[config.mk]
export PLATFORM = sky130hd
export DESIGN_NAME = systolic_result_drain
export DESIGN_NICKNAME = d
export VERILOG_FILES = /design/src/rtl/systolic_result_drain.sv
export SDC_FILE = /design/constraint.sdc
export NUM_CORES = 1
export LEC_CHECK = 0
export CORE_ASPECT_RATIO = 1.2
export CORE_MARGIN = 8
export CORE_UTILIZATION = 43
export DETAILED_ROUTE_END_ITERATION = 6
export PLACE_DENSITY = 0.77
export SLEW_MARGIN = 20
export SYNTH_ARGS = -nofsm -noshare
export SYNTH_HDL_FRONTEND = slang
export SYNTH_SLANG_ARGS = --single-unit
[constraint.sdc]
create_clock -name i_clock -period 2.33 [get_ports i_clock]
set_input_delay 0.3495 -clock i_clock [delete_from_list [all_inputs] [get_ports i_clock]]
set_output_delay 0.3495 -clock i_clock [all_outputs]
set_load 0.02 [all_outputs]
[src/rtl/systolic_result_drain.sv]
// Result drain for the systolic array: snapshots the finished accumulators and streams
// the active N x N elements row-major over valid/ready. Optional macro: DRAIN_SATURATE_EN.
module systolic_result_drain #(
  parameter int SIZE       = 4,
  parameter int REG_C_BITS = 21,
  parameter int OUT_BITS   = 16
) (
  input  logic                              i_clock,
  input  logic                              i_reset,
  input  logic [SIZE*SIZE*REG_C_BITS-1:0]   i_c_full,
  input  logic [SIZE*SIZE-1:0]              i_finish,
  input  logic [2:0]                        XYZ,
  output logic [OUT_BITS-1:0]               o_data,
  output logic [2:0]                        o_row,
  output logic [2:0]                        o_col,
  output logic                              o_valid,
  input  logic                              i_ready,
  output logic                              o_last,
  output logic                              o_busy,
  output logic                              o_overrun
);

  localparam int         NUM_PE = SIZE * SIZE;
  localparam logic [2:0] SIZE_N = 3'(SIZE);

  typedef enum logic [1:0] {
    IDLE,
    DRAIN,
    WAIT_CLR
  } state_t;

  state_t                          state;
  logic [NUM_PE*REG_C_BITS-1:0]    buffer;
  logic [2:0]                      n_q;
  logic [2:0]                      row;
  logic [2:0]                      col;
  logic [2:0]                      next_row;
  logic [2:0]                      next_col;
  logic [2:0]                      n_live;
  logic                            all_done;
  logic                            all_done_q;
  logic [REG_C_BITS-1:0]           sel_elem;

  always_comb begin
    if (XYZ == 3'd0 || XYZ > SIZE_N) begin
      n_live = SIZE_N;
    end else begin
      n_live = XYZ;
    end
  end

  // Only PEs inside the live N x N window gate completion.
  always_comb begin
    all_done = 1'b1;
    for (int r = 0; r < SIZE; r++) begin
      for (int c = 0; c < SIZE; c++) begin
        if (r < int'(n_live) && c < int'(n_live)) begin
          all_done = all_done & i_finish[r*SIZE+c];
        end
      end
    end
  end

  always_comb begin
    sel_elem = '0;
    for (int i = 0; i < NUM_PE; i++) begin
      if (i == int'(row) * SIZE + int'(col)) begin
        sel_elem = buffer[i*REG_C_BITS +: REG_C_BITS];
      end
    end
  end

  always_comb begin
    if (col == n_q - 3'd1) begin
      next_col = 3'd0;
      next_row = row + 3'd1;
    end else begin
      next_col = col + 3'd1;
      next_row = row;
    end
  end

`ifdef DRAIN_SATURATE_EN
  // Bits above the output sign must all match it, otherwise clamp toward the sign.
  logic [REG_C_BITS-OUT_BITS:0] sat_hi;
  assign sat_hi = sel_elem[REG_C_BITS-1:OUT_BITS-1];

  always_comb begin
    if ((&sat_hi) || !(|sat_hi)) begin
      o_data = sel_elem[OUT_BITS-1:0];
    end else if (sel_elem[REG_C_BITS-1]) begin
      o_data = {1'b1, {(OUT_BITS-1){1'b0}}};
    end else begin
      o_data = {1'b0, {(OUT_BITS-1){1'b1}}};
    end
  end
`else
  assign o_data = sel_elem[OUT_BITS-1:0];

  generate
    if (REG_C_BITS > OUT_BITS) begin : g_trunc
      logic unused_hi_bits;
      assign unused_hi_bits = ^sel_elem[REG_C_BITS-1:OUT_BITS];
    end
  endgenerate
`endif

  assign o_row  = row;
  assign o_col  = col;
  assign o_busy = (state != IDLE);

  // The array is released at capture; later completions while busy only flag overrun.
  always_ff @(posedge i_clock) begin
    if (!i_reset) begin
      state      <= IDLE;
      buffer     <= '0;
      n_q        <= '0;
      row        <= '0;
      col        <= '0;
      o_valid    <= 1'b0;
      o_last     <= 1'b0;
      o_overrun  <= 1'b0;
      all_done_q <= 1'b0;
    end else begin
      all_done_q <= all_done;
      if (state != IDLE && all_done && !all_done_q) begin
        o_overrun <= 1'b1;
      end
      case (state)
        IDLE: begin
          if (all_done) begin
            buffer  <= i_c_full;
            n_q     <= n_live;
            row     <= '0;
            col     <= '0;
            o_valid <= 1'b1;
            o_last  <= (n_live == 3'd1);
            state   <= DRAIN;
          end
        end
        DRAIN: begin
          if (i_ready) begin
            if (o_last) begin
              o_valid <= 1'b0;
              o_last  <= 1'b0;
              state   <= WAIT_CLR;
            end else begin
              row    <= next_row;
              col    <= next_col;
              o_last <= (next_row == n_q - 3'd1) && (next_col == n_q - 3'd1);
            end
          end
        end
        WAIT_CLR: begin
          if (!all_done) begin
            state <= IDLE;
          end
        end
        default: state <= IDLE;
      endcase
    end
  end

endmodule
==> results of run 1 <==
-- metrics by stage --
step | power (W) | hold slack [ns] | worst slack [ns] | instance area, um^2 | TNS, ns
after detailed placement | 0.00594 | 0.445 | -0.947 | 17800 | -134.62
after global placement | 0.00593 | 0.438 | -0.902 | 17800 | -117.55
final | 0.0111 | 0.330 | -0.801 | 20100 | -11.70
after floorplan | 0.00521 | 0.431 | -0.159 | 13100 | -0.273
after global routing | 0.0114 | 0.329 | -0.861 | 20100 | -12.97
after CTS | 0.0110 | 0.320 | -0.789 | 19700 | -11.99
-- sequential cells by signal (all words and copies together) (netlist names) --
name        flops
buffer        256
n_q             3
o_col           3
o_row           3
state           2
all_done_q      1
o_last          1
o_overrun       1
o_valid         1
-- power by group --
part	switching [W]	internal (W)	leakage [nW]
logic	0.000471	0.000665	4.33
registers	0.0000685	0.00472	2.19
clock network	0.00198	0.00315	0.514
total	0.00252	0.00853	7.04
-- worst max-delay path, delay by kind of cell (launching register included) --
kind                       cells  cell delay (ns)
AOI/OAI and AO/OA              5             0.99
buffers and inverters          4             0.62
DFF                            1             0.37
adders and majority gates      1             0.24
-- metal layers --
layer	wire (um)	GRT usage, %	vias to the layer above
li1	-	-	6916
met1	22100	33.5	6875
met3	2910	3.73	119
met2	28800	53.4	580
met4	2350	11.6	0
met5	0	0	-
-- logic make-up (layout without fill, tap and decap cells) --
group,Yosys count,in the layout,synth area share [%]
xor+xnor,4,4,0.584
fa+ha+maj,10,10,0.973
flops,271,271,42.2
simple gates,773,773,24.7
buf+inv,175,619,6.49
compound gates,553,553,25.1
-- cell usage in the layout, fill, tap and decap left out, types with 5 or more instances in the layout --
cell and instances:
a21oi_1 320, a21oi_2 15, a22o_1 5, a22oi_2 18, a2bb2oi_2 6, a2bb2oi_4 5, a31oi_1 10, buf_12 28
buf_4 177, buf_6 41, bufinv_16 7, clkbuf_16 33, clkbuf_8 5, clkdlybuf4s50_1 287, dfxtp_1 266, ha_4 7
inv_1 21, nand2_1 621, nand2b_1 10, nand3_1 6, nand3b_1 8, nand4_1 9, nor2_1 34, nor2_2 6
nor2b_1 25, nor3_1 8, o211ai_1 19, o21ai_0 36, o21ai_1 10, o21ai_2 14, o21ai_4 5, o22ai_1 10
o22ai_2 5, o311ai_2 6
-- cell type report --
cell class	count	area, um^2	share of cell area [%]
clock inverter	16	283	1.41
multi-input combinational	1340	7560	37.6
clock buffer	35	777	3.86
tap	390	488	2.43
inverter	25	109	0.541
sequential	271	5440	27.1
timing repair buffer	543	5450	27.1
-- how the worst max path moves through the flow --
stage                     startpoint    endpoint  slack, ns
after floorplan             o_col[2]  o_data[13]      -0.16
after global placement      o_col[2]   o_data[9]      -0.90
after detailed placement    o_col[2]   o_data[9]      -0.95
after CTS                   o_row[0]  o_data[12]      -0.79
after global routing        o_col[2]   o_data[0]      -0.86
final                       o_col[0]   o_data[4]      -0.80
-- what timing repair did --
item                                    4_1_cts  5_1_grt
endpoints found under the setup margin       31      244
pin swaps                                    44       38
cloned                                        3        6
resized for setup                           226       53
buffers inserted                             10       11
hold buffers                                  0        0
==> results.txt, run 1 <==
For the unique cell type count in the Yosys netlist, the log shows 70. For this run, the number of Yosys warnings is 0. Relative to the synthesized area, the layout overhead comes to 56.5%. The power per unit of standard cell area is 550 nW/um^2, and the residual antenna-violating net count after detailed routing is 0. STA puts the critical path data required time at 1.98 ns.

Most numerous cell in the Yosys netlist: nand2_1. The number of placed instances, taps included came out at 2540. In this design, the critical path's most frequently occurring cell is a21oi_2.

The tools report the total DRC errors in the routed layout as 0. Setup repair after global routing could not meet its margin everywhere. After clock tree synthesis, the clock-pin slew on the worst setup and hold paths is 0.06 ns. The destination of the worst hold path was buffer[10]. The largest fanout on the critical path is 7.

In this run the critical register-to-register path is captured at o_last. The tool flagged a number of max-cap violations equal to 0. The worst-case vdd ir drop was 439 uV. The post-route core utilization is 68.1%, and the number of standard cells after synthesis is 1786.

After synthesis the cells add up to 12900 um^2. The data arrival time of the critical path is 2.78 ns, and the via count of the first global-routing pass is 14400. In this run the tool buffered the top-level ports with 303 buffer cells.

Worst min-delay path startpoint: i_c_full[10]. For the number of levels in the clock H-tree, the log shows 1. For this design the static power due to leakage is 7.04 nW. The worst setup path is launched from a flip-flop. For this run, the register share of the synthesized area comes to 42.2%. The total count of hold-check failures in the final report was 0.

The HPWL after detailed placement is 41400 um. The die span in y is 205 um, and the number of violations reported at the end of detailed-routing iteration 0 is 1238. 0 antenna diodes ended up in the layout. Once layout is complete, the cells apart from fillers number 2620. The run gives 2154 as the number of nets produced by synthesis. By area the synthesized netlist is led by dfxtp_1, nand2_1, a21oi_1. The run gives 67.9% as the worst slew slack as a fraction of its limit. The clock passes through at most 3 buffers. The floorplan step set the die width to 174 um. Setup violations remaining at the end of the flow were counted as 16.

The global-route usage over all layers is 29.0%. The checks that failed: setup timing. The placement row count came out at 69. By startpoint and endpoint, the worst setup path is classified as flip-flop to primary output.

The kind of capture point of the worst setup path was a primary output. The synthesized design spends more area on one cell type than any other, namely dfxtp_1. The logs give 0 for the overflow left after global routing and 0.948 for the placer congestion estimate. The number of flops mapped to enable cells by yosys is 0. The min-delay analysis places its worst path in the category input port to flip-flop. The final period demand of the worst path is 3.13 ns.

The filler cells instantiated in the layout total 2398. The tools report the number of clock sinks as 271. Worst hold path stage count: 3.

Clock root buffer master: clkbuf_16. Using the TritonRoute via totals, the vias-per-cell ratio works out to 5.53. The path depth of the worst reg2reg path was 8.

For this design the top-level I/O count stands at 384. The first detailed-routing pass ran for 5 iterations. The standard cell core area was 29500 um^2. On the worst path, the slowest cell contributes a delay of 0.37 ns.

The critical path goes through clkinvlp_4, ha_4, buf_6, buf_12, a21oi_2, a21oi_2, o32ai_2, a22oi_2, o211ai_1, buf_4. The most used flip-flop cell after synthesis is dfxtp_1. The minimum setup slack in the final design is -0.801 ns, and the share of cells above drive strength 1 is 20.8%. The number of vias in the routed layout is 14500. By count the netlist is led by nand2_1, a21oi_1, dfxtp_1. Counting flops and latches in the post-synthesis netlist gives 271. In this run the biggest area consumer among cell types represents 42.2% of the synthesized area. For the final database, setup skew stands at 0.0159 ns. TritonCTS built the clock tree.

For the net count reported at finish, the log shows 2577. The proportion of synthesized flip-flops having asynchronous set or reset was 0%. Of the available clock period, the critical path in the final layout requires 134%. In the final routed layout, each cell accounts on average for 21.4 um.

For this run, the top clock speed supported by timing is 319 MHz. The run gives 0 as the number of pins exceeding their max-slew limit in the final report. The launch instance of the worst register-to-register path was n_q[0]. The number of CTS-inserted buffers was 28.

For the internal reg-to-reg setup slack, the log shows 0.18 ns. The tools report the number of antenna violations at the first check in global routing as 0. The post-synthesis area per instance is 7.20 um^2.

For this block, the routed nets add up to 56200 um of wire. The flow ran to the end, but the final reports show violations. Cell at the slowest stage of the critical path: dfxtp_4. At the pin with the least slew margin, the transition time is 0.480 ns.

Total die area: 35700 um^2. The tools report the effective utilization at floorplan as 43.5%. The tools report the clock latency of the later-clocked register in the worst-skew pair as 0.57 ns. Entering global routing, the biggest net connects 62 pins.

The wire length of the first global-routing pass is 81800 um.
No activity file was read; power rests on OpenSTA's default activity.
==> inputs of run 2 (changes only) <==
- CAP_MARGIN: unset -> 5
==> results of run 2 <==
Same layout as run 1: the final DEF is identical, and so are final timing and power.
